File: src/rtl/instr_fetch_unit.sv
// Fetch stage: holds the PC, fetches one instruction word per req/ack handshake
// and presents it to decode until the consumer releases it.
module instr_fetch_unit #(
    parameter logic [31:0] RESET_PC = 32'h0000_0000
) (
    input  logic        clk,
    input  logic        rst_n,
    output logic        imem_req,
    output logic [31:0] imem_addr,
    input  logic        imem_ack,
    input  logic [31:0] imem_rdata,
    input  logic        stall,
    input  logic        branch_taken,
    input  logic        jmp,
    output logic [31:0] instr,
    output logic [5:0]  opcode,
    output logic [5:0]  funct,
    output logic [31:0] pc,
    output logic [31:0] pc_plus4,
    output logic        instr_valid
);

    typedef enum logic [1:0] {
        IDLE  = 2'd0,
        REQ   = 2'd1,
        WAIT  = 2'd2,
        ISSUE = 2'd3
    } state_t;

    state_t      state_r;
    logic [31:0] pc_r;
    logic [31:0] instr_r;
    logic        req_r;
    logic        valid_r;
    logic [31:0] pcPlus4_s;
    logic [31:0] branchOff_s;
    logic [31:0] nextPc_s;

    assign pcPlus4_s   = pc_r + 32'd4;
    assign branchOff_s = {{14{instr_r[15]}}, instr_r[15:0], 2'b00};

    // Next-PC select; jump outranks a taken branch
    always_comb begin
        nextPc_s = pcPlus4_s;
        if (jmp) begin
            nextPc_s = {pcPlus4_s[31:28], instr_r[25:0], 2'b00};
        end else if (branch_taken) begin
            nextPc_s = pcPlus4_s + branchOff_s;
        end else begin
            nextPc_s = pcPlus4_s;
        end
    end

    // Fetch FSM; imem_req is registered so it is high exactly for the REQ cycle
    always_ff @(posedge clk or negedge rst_n) begin
        if (!rst_n) begin
            state_r <= IDLE;
            pc_r    <= RESET_PC;
            instr_r <= 32'h0000_0000;
            req_r   <= 1'b0;
            valid_r <= 1'b0;
        end else begin
            case (state_r)
                IDLE: begin
                    state_r <= REQ;
                    req_r   <= 1'b1;
                end
                REQ: begin
                    state_r <= WAIT;
                    req_r   <= 1'b0;
                end
                WAIT: begin
                    // Acks are only honoured here, so a stale response after reset is dropped
                    if (imem_ack) begin
                        instr_r <= imem_rdata;
                        valid_r <= 1'b1;
                        state_r <= ISSUE;
                    end else begin
                        state_r <= WAIT;
                    end
                end
                ISSUE: begin
                    if (!stall) begin
                        pc_r    <= nextPc_s;
                        valid_r <= 1'b0;
                        req_r   <= 1'b1;
                        state_r <= REQ;
                    end else begin
                        state_r <= ISSUE;
                    end
                end
                default: begin
                    state_r <= IDLE;
                    req_r   <= 1'b0;
                    valid_r <= 1'b0;
                end
            endcase
        end
    end

    assign imem_req    = req_r;
    assign imem_addr   = pc_r;
    assign instr       = instr_r;
    assign opcode      = instr_r[31:26];
    assign funct       = instr_r[5:0];
    assign pc          = pc_r;
    assign pc_plus4    = pcPlus4_s;
    assign instr_valid = valid_r;

endmodule

File: config.mk
export PLATFORM = sky130hd
export DESIGN_NAME = instr_fetch_unit
export DESIGN_NICKNAME = d
export VERILOG_FILES = /design/src/rtl/instr_fetch_unit.sv
export SDC_FILE = /design/constraint.sdc
export NUM_CORES = 1
export LEC_CHECK = 0
export BUFFER_PORTS_ARGS = -buffer_cell sky130_fd_sc_hd__clkbuf_2
export CAP_MARGIN = 5
export CELL_PAD_IN_SITES_DETAIL_PLACEMENT = 0
export CELL_PAD_IN_SITES_GLOBAL_PLACEMENT = 2
export CORE_MARGIN = 10
export CORE_UTILIZATION = 30
export CTS_CLUSTER_SIZE = 40
export DETAILED_ROUTE_END_ITERATION = 8
export PLACE_DENSITY_LB_ADDON = 0.12
export SLEW_MARGIN = 10
export SYNTH_ARGS = -nofsm -noshare
export SYNTH_HDL_FRONTEND = slang
export SYNTH_SLANG_ARGS = --single-unit
File: constraint.sdc
create_clock -name clk -period 3.6 [get_ports clk]
set_input_delay 0 -clock clk [delete_from_list [all_inputs] [get_ports clk]]
set_output_delay 0 -clock clk [all_outputs]
set_load 0.02 [all_outputs]
==> impl_metrics.ini, run 1 <==
[run_status]
status = finished clean

[placed_design]
portBuffers = 173
gp_congestion = 0.851
dp_hpwl_mm = 15.6
place_area_mm2 = 0.00658
dpl_worst_slack_ps = -72.2

[logic_synthesis]
synth_area_mm2 = 0.00539
synth.top_cell.area_share_pct = 30.6
ys.flop_type = dfrtp_1
synth_cell_types = 58
synthArstFlopShare_pct = 100
ys_warn_count = 0
synthTopCellsByArea = dfrtp_1 31%, ha_1 8.4%, mux2_2 7.1%
yosysTopAreaCell = dfrtp_1
synth_cells = 618
ys_ff_latch = 66
syn_area_per_cell_um2 = 8.72
synth.yosys.seq_area_share_pct = 30.6
synth_edf_count = 0

[global_routing]
grt_pass1_vias = 5597
grt_max_degree = 67
grt_overflow = 0
grtUsageTotal_pct = 16.7
grt_first_pass_wirelength_mm = 31.9
antenna_found_initial = 0

[die]
start_util_pct = 30.8
die-area_mm2 = 0.0237
core_region_area_mm2 = 0.0175
die_w_um = 154
die_h_um = 154
ios = 180
fp-row-count = 48

[critical_path]
critPathLaunchType = flip-flop
arrival_ps = 3730
path_cells = nand4_1, nor3_4, buf_6, nand4_1, xnor2_2, ha_1, and3_1, a22o_1, a21oi_4, a211o_1, a31oi_4, o31ai_4, mux2i_1, a2bb2oi_2
worstPathRequired_ps = 3870
cp_max_fo = 6
path_class = reg2reg
worstSetupEndpointType = flip-flop
cpMostUsedCell = nand4_1
critPathMaxStageDelay_ps = 380
slowest_stage = dfrtp_1

[pwr]
p_per_area_mw_per_mm2 = 1180
p_leak_uw = 0.00362
peakVddDrop_v = 0.000435

[timing]
finalCritPeriodShare_pct = 95.9
finalHoldViolCount = 0
finalMaxSlewViolations = 0
worst_slew_pin_slew_ps = 937
min_period_ps = 3450
setup_viol = 0
worst_hold_slack_ps = 92.7
max-slew-margin-rel_pct = 37.5
rsz0062_at_grt = yes
fin_skew_ps = 4.94
fmax_mhz = 290
setup_ws_ps = 149

[clock_tree]
clock_latency_ps = 340
clock_sinks = 66
path_clk_slew_ps = 60
cts_tree = yes
clockBufferDepth = 2
clockRootBuffer = clkbuf_16
numCtsBuffers = 9
htreeDepth = 3

[layout]
stdcell_area_mm2 = 0.00750
drive_gt1_share_pct = 39.5
area_delta_synth_final_pct = 39.2
utilization_pct = 42.9
antennaDiodeCount = 0
fin_nets = 908

[hold_path]
holdCritPathClass = in2reg

[route]
route.met3.wl_mm = 1.37
drtPass1Iterations = 4
drtIter0Drc = 412
met1Wirelength_mm = 8.74
route.detailed.drc = 0
ant_nets = 0
vias_per_cell = 4.99
vias = 5306
routedWlPerCell_um = 19.1
routed_wl_mm = 20.3
met2WireLength_mm = 9.73
routed.top_layer = met4

[run]
cap_violations = 0
-- cell usage after synthesis (2+ instances only) --
library cell	n
a21oi_1	39
ha_1	36
or3_1	2
mux2i_1	14
o22ai_1	2
a211oi_1	11
o21bai_1	2
nand2_1	68
xnor2_1	34
buf_4	48
a21o_1	15
a2bb2oi_2	2
o21ai_0	37
a2bb2oi_1	3
nor3_1	10
nor2_1	49
nand4_1	6
a31oi_1	5
dfrtp_1	66
inv_1	15
and2_1	2
o21ai_1	8
xor2_1	14
a22o_1	3
a211o_1	2
o21a_1	3
nand3_1	24
and4_1	2
o31ai_2	2
nand4b_1	3
mux2_2	34
o211ai_1	4
clkbuf_1	20
a22oi_1	2
and3_1	8
-- critical path, delay by kind of cell (launching register included) --
family                   cells  cell delay (ps)
AO/OA/AOI/OAI                6             1220
AND/OR/NAND/NOR              4              810
flip-flops                   1              380
adder cells (fa/ha/maj)      1              300
XOR/XNOR                     1              250
multiplexers                 1              250
buffers and inverters        1              160
-- final timing paths --
kind / cells after the start / end / slack, ps / from
setup / recovery: 14 / imem_addr[29] / 150 / imem_addr[8]
hold / removal: 3 / imem_addr[23] / 90 / jmp
setup reg to reg: 14 / imem_addr[29] / 150 / imem_addr[8]
hold reg to reg: 2 / instr_valid / 490 / instr_valid
max in group asynchronous: 2 / imem_addr[2] / 2600 / rst_n
min in group asynchronous: 2 / instr[10] / 340 / rst_n
-- power breakdown --
part / internal [uW] / switching, uW / leakage [uW]
clock network: 556 / 360 / 0.000149
logic: 2590 / 3700 / 0.00268
registers: 1110 / 523 / 0.000793
-- stage by stage --
stage	setup TNS, ps	std cells	total power, uW
after floorplan	0	623	5770
after global placement	-16.5	1004	7590
after detailed placement	-99.2	1004	7590
after CTS	0	1054	8610
after global routing	-54.2	1063	9590
final	0	1063	8840
-- logic make-up after synthesis --
kind of cell,Yosys count,share of synthesized area [%]
flops,66,30.6
mux,48,9.70
simple gates,180,15.0
buf+inv,85,9.26
compound gates,153,18.8
xor+xnor,48,7.80
other cells,1,0.0696
fa+ha+maj,37,8.73
-- sequential cells by signal, summed over array words and instances (netlist names) --
register	count
instr	32
imem_req	1
imem_addr	30
instr_valid	1
state_r	2
-- repair_timing --
action                     in CTS  in global routing
pin swaps                       0                 10
hold buffers                   34                  0
buffers inserted                0                  9
resized for setup               5                 35
gates cloned                    0                  0
setup endpoints to repair       2                 13
hold endpoints to repair       99                  0
-- layout by cell type, fill, tap and decap left out, types with 3 or more instances in the layout --
cell type,netlist,layout
mux2_2,34,34
inv_1,15,15
nand4b_1,3,3
dfrtp_1,66,63
ha_1,36,32
xnor2_1,34,25
a31oi_1,5,4
nand4_1,6,6
mux2i_1,14,14
clkbuf_2,0,172
o21ai_0,37,36
and3_1,8,6
conb_1,1,6
o21ai_1,8,9
a21o_1,15,15
buf_4,48,60
o21a_1,3,3
a21oi_1,39,35
a211oi_1,11,11
xnor2_2,0,9
a21oi_2,1,4
nor2_2,0,3
ha_4,0,4
dfrtp_2,0,3
a22o_1,3,3
nor3_1,10,8
nand3_1,24,21
a2bb2oi_1,3,3
o211ai_1,4,4
xor2_1,14,11
dlygate4sd3_1,0,34
clkbuf_16,0,9
nand2_1,68,68
xor2_2,0,3
nor2_1,49,45
-- layout make-up --
type                       count  area (um2)
inverter                      16        60.1
tap                          225         282
clock buffer                  10         239
fill                        1764        9970
multi-input combinational    472        3530
timing repair buffer         268        1670
clock inverter                 6        65.1
sequential                    66        1660
-- per-layer routing --
| metal | track usage [%] | up-vias |
|---|---|---|
| li1 | - | 2587 |
| met1 | 20.8 | 2539 |
| met2 | 27.3 | 159 |
| met3 | 4.83 | 21 |
| met4 | 4.99 | 0 |
| met5 | 0 | - |
(Power assumes the default switching activity.)
==> run 2, diff against run 1 <==
--- a/config.mk
+++ b/config.mk
@@ -5,12 +5,13 @@
 export SDC_FILE = /design/constraint.sdc
 export NUM_CORES = 1
 export LEC_CHECK = 0
+export ABC_AREA = 1
 export BUFFER_PORTS_ARGS = -buffer_cell sky130_fd_sc_hd__clkbuf_2
 export CAP_MARGIN = 5
 export CELL_PAD_IN_SITES_DETAIL_PLACEMENT = 0
 export CELL_PAD_IN_SITES_GLOBAL_PLACEMENT = 2
 export CORE_MARGIN = 10
-export CORE_UTILIZATION = 30
+export CORE_UTILIZATION = 28
 export CTS_CLUSTER_SIZE = 40
 export DETAILED_ROUTE_END_ITERATION = 8
 export PLACE_DENSITY_LB_ADDON = 0.12
==> impl_metrics.ini, run 2 <==
[run_status]
status = finished clean

[route]
vias_per_cell = 4.66
vias = 6858
routedWlPerCell_um = 18.7
drtPass1Iterations = 6
drtIter0Drc = 356
ant_nets = 0
routed_wl_mm = 27.6
route.detailed.drc = 0

[critical_path]
ff2ff_setup_slack_ps = 290
crit_path_start = imem_addr[2]
r2r_start = imem_addr[2]
slowest_stage = dfrtp_1
cp_max_fo = 6
arrival_ps = 3540
rr_endpoint = imem_addr[29]
path_class = reg2reg
worstSetupEndpointType = flip-flop
rr_worst_depth = 20
worstPathRequired_ps = 3830
cpMostUsedCell = nand2_1
path_cells = ha_1, nand3_2, nor2_1, nand2_1, inv_1, nand2_1, nand2_1, inv_1, ha_1, nand2_1, nor2_1, nand3_1, nand2_1, nand2_1, nand2_1, nand3_1, nand3_1, nand3_1, nand2_1, nand2_1
critPathMaxStageDelay_ps = 430
critPathLaunchType = flip-flop

[logic_synthesis]
ys_ff_latch = 66
synth.top_cell.area_share_pct = 25.7
synth.yosys.seq_area_share_pct = 25.7
yosys-top-cells-count = 308 x nand2_1, 151 x inv_1, 96 x nor2_1
yosysTopAreaCell = dfrtp_1
synth.most_common_cell = nand2_1
synthTopCellsByArea = dfrtp_1 26%, nand2_1 18%, inv_1 8.8%
synth_cell_types = 42
ys_warn_count = 0
synthArstFlopShare_pct = 100
synth_cells = 1000
synth_area_mm2 = 0.00643
syn_area_per_cell_um2 = 6.43
ys.flop_type = dfrtp_1
synth_edf_count = 0

[layout]
largest_reg_flops = 32
utilization_pct = 35.9
antennaDiodeCount = 0
final_common_cell = nand2_1
final_cell_mix = 307 x nand2_1, 172 x clkbuf_2, 151 x inv_1
final_cells = 1473
area_delta_synth_final_pct = 26.5
drive_gt1_share_pct = 23.2
fin_nets = 1258

[clock_tree]
clock_latency_ps = 340
numCtsBuffers = 9
clockRootBuffer = clkbuf_16
cts_post_setup_buffers_inserted = 0
clock_sinks = 66
path_clk_slew_ps = 60
clockBufferDepth = 2
cts_tree = yes
htreeDepth = 3

[timing]
worst_slew_pin_slew_ps = 936
finalHoldViolCount = 0
min_period_ps = 3310
finalMaxSlewViolations = 0
worst_hold_slack_ps = 253
max-slew-margin-rel_pct = 37.6
fin_skew_ps = 7.22
rsz0062_at_grt = no
finalCritPeriodShare_pct = 92.0
setup_viol = 0
fin_setup_tns_ps = 0
fmax_mhz = 302

[die]
fp-row-count = 55
die_h_um = 172
die-area_mm2 = 0.0294
core_region_area_mm2 = 0.0226
ios = 180
start_util_pct = 28.4
die_w_um = 172

[hold_path]
worstHoldStart = branch_taken
hold_end = imem_addr[15]
holdPathStages = 5
holdCritPathClass = in2reg

[global_routing]
grt_first_pass_wirelength_mm = 41.6
grt_max_degree = 67
grtUsageTotal_pct = 18.6
antenna_found_initial = 0
grt_overflow = 0
grt_pass1_vias = 6986

[placed_design]
portBuffers = 173
gp_congestion = 0.884
dp_hpwl_mm = 22.5
placed_cells = 1423

[run]
cap_violations = 0
run 2: cell type report:
type / instances / area, um2
Fill cell: 2547 / 14500
Timing Repair Buffer: 232 / 1400
Clock inverter: 5 / 85.1
Tap cell: 285 / 357
Clock buffer: 11 / 243
Sequential cell: 66 / 1650
Multi-Input combinational cell: 721 / 3820
Inverter: 153 / 576
run 2: critical path: cells and delay by family (launching register included):
family / cells / cell delay (ps)
adders and majority gates: 2 / 670
buffers and inverters: 2 / 200
DFF: 1 / 430
and+or+nand+nor: 16 / 1910
run 2: cells by family after synthesis:
group | share of synthesized area, %
other cells | 0.0583
fa+ha+maj | 7.32
xor+xnor | 2.96
compound gates | 9.71
simple gates | 33.1
buf+inv | 15.7
flops | 25.7
mux | 5.43
run 2: worst max-delay path by stage:
stage                               end  slack (ps)  depth (start not counted)
after floorplan           imem_addr[29]         520                         17
after global placement    imem_addr[20]         220                         17
after detailed placement  imem_addr[23]         140                         18
after CTS                 imem_addr[23]         110                         18
after global routing      imem_addr[30]           6                         19
final                     imem_addr[29]         290                         20
run 2: per-stage QoR:
step | cell area (um2) | worst slack (ps)
after detailed placement | 7430 | 138
after global routing | 8130 | 5.74
after CTS | 8100 | 111
final | 8130 | 289
after floorplan | 6450 | 519
after global placement | 7430 | 219
run 2: layer usage:
layer / track usage, % / vias up / share of wire (%)
met5: 0 / - / 0
met4: 3.97 / 0 / 1.7
met3: 3.67 / 26 / 5.5
met2: 31.0 / 212 / 48
met1: 24.1 / 3147 / 45
li1: - / 3473 / -
run 2: timing repair:
item	in CTS	in global routing
endpoints found under the setup margin	0	11
hold buffers	34	0
gates resized for setup	0	6
hold endpoints to repair	99	0
Power of run 2 is not shown: default switching activity piles up to over one toggle a cycle in this logic, so the estimate is an artifact.
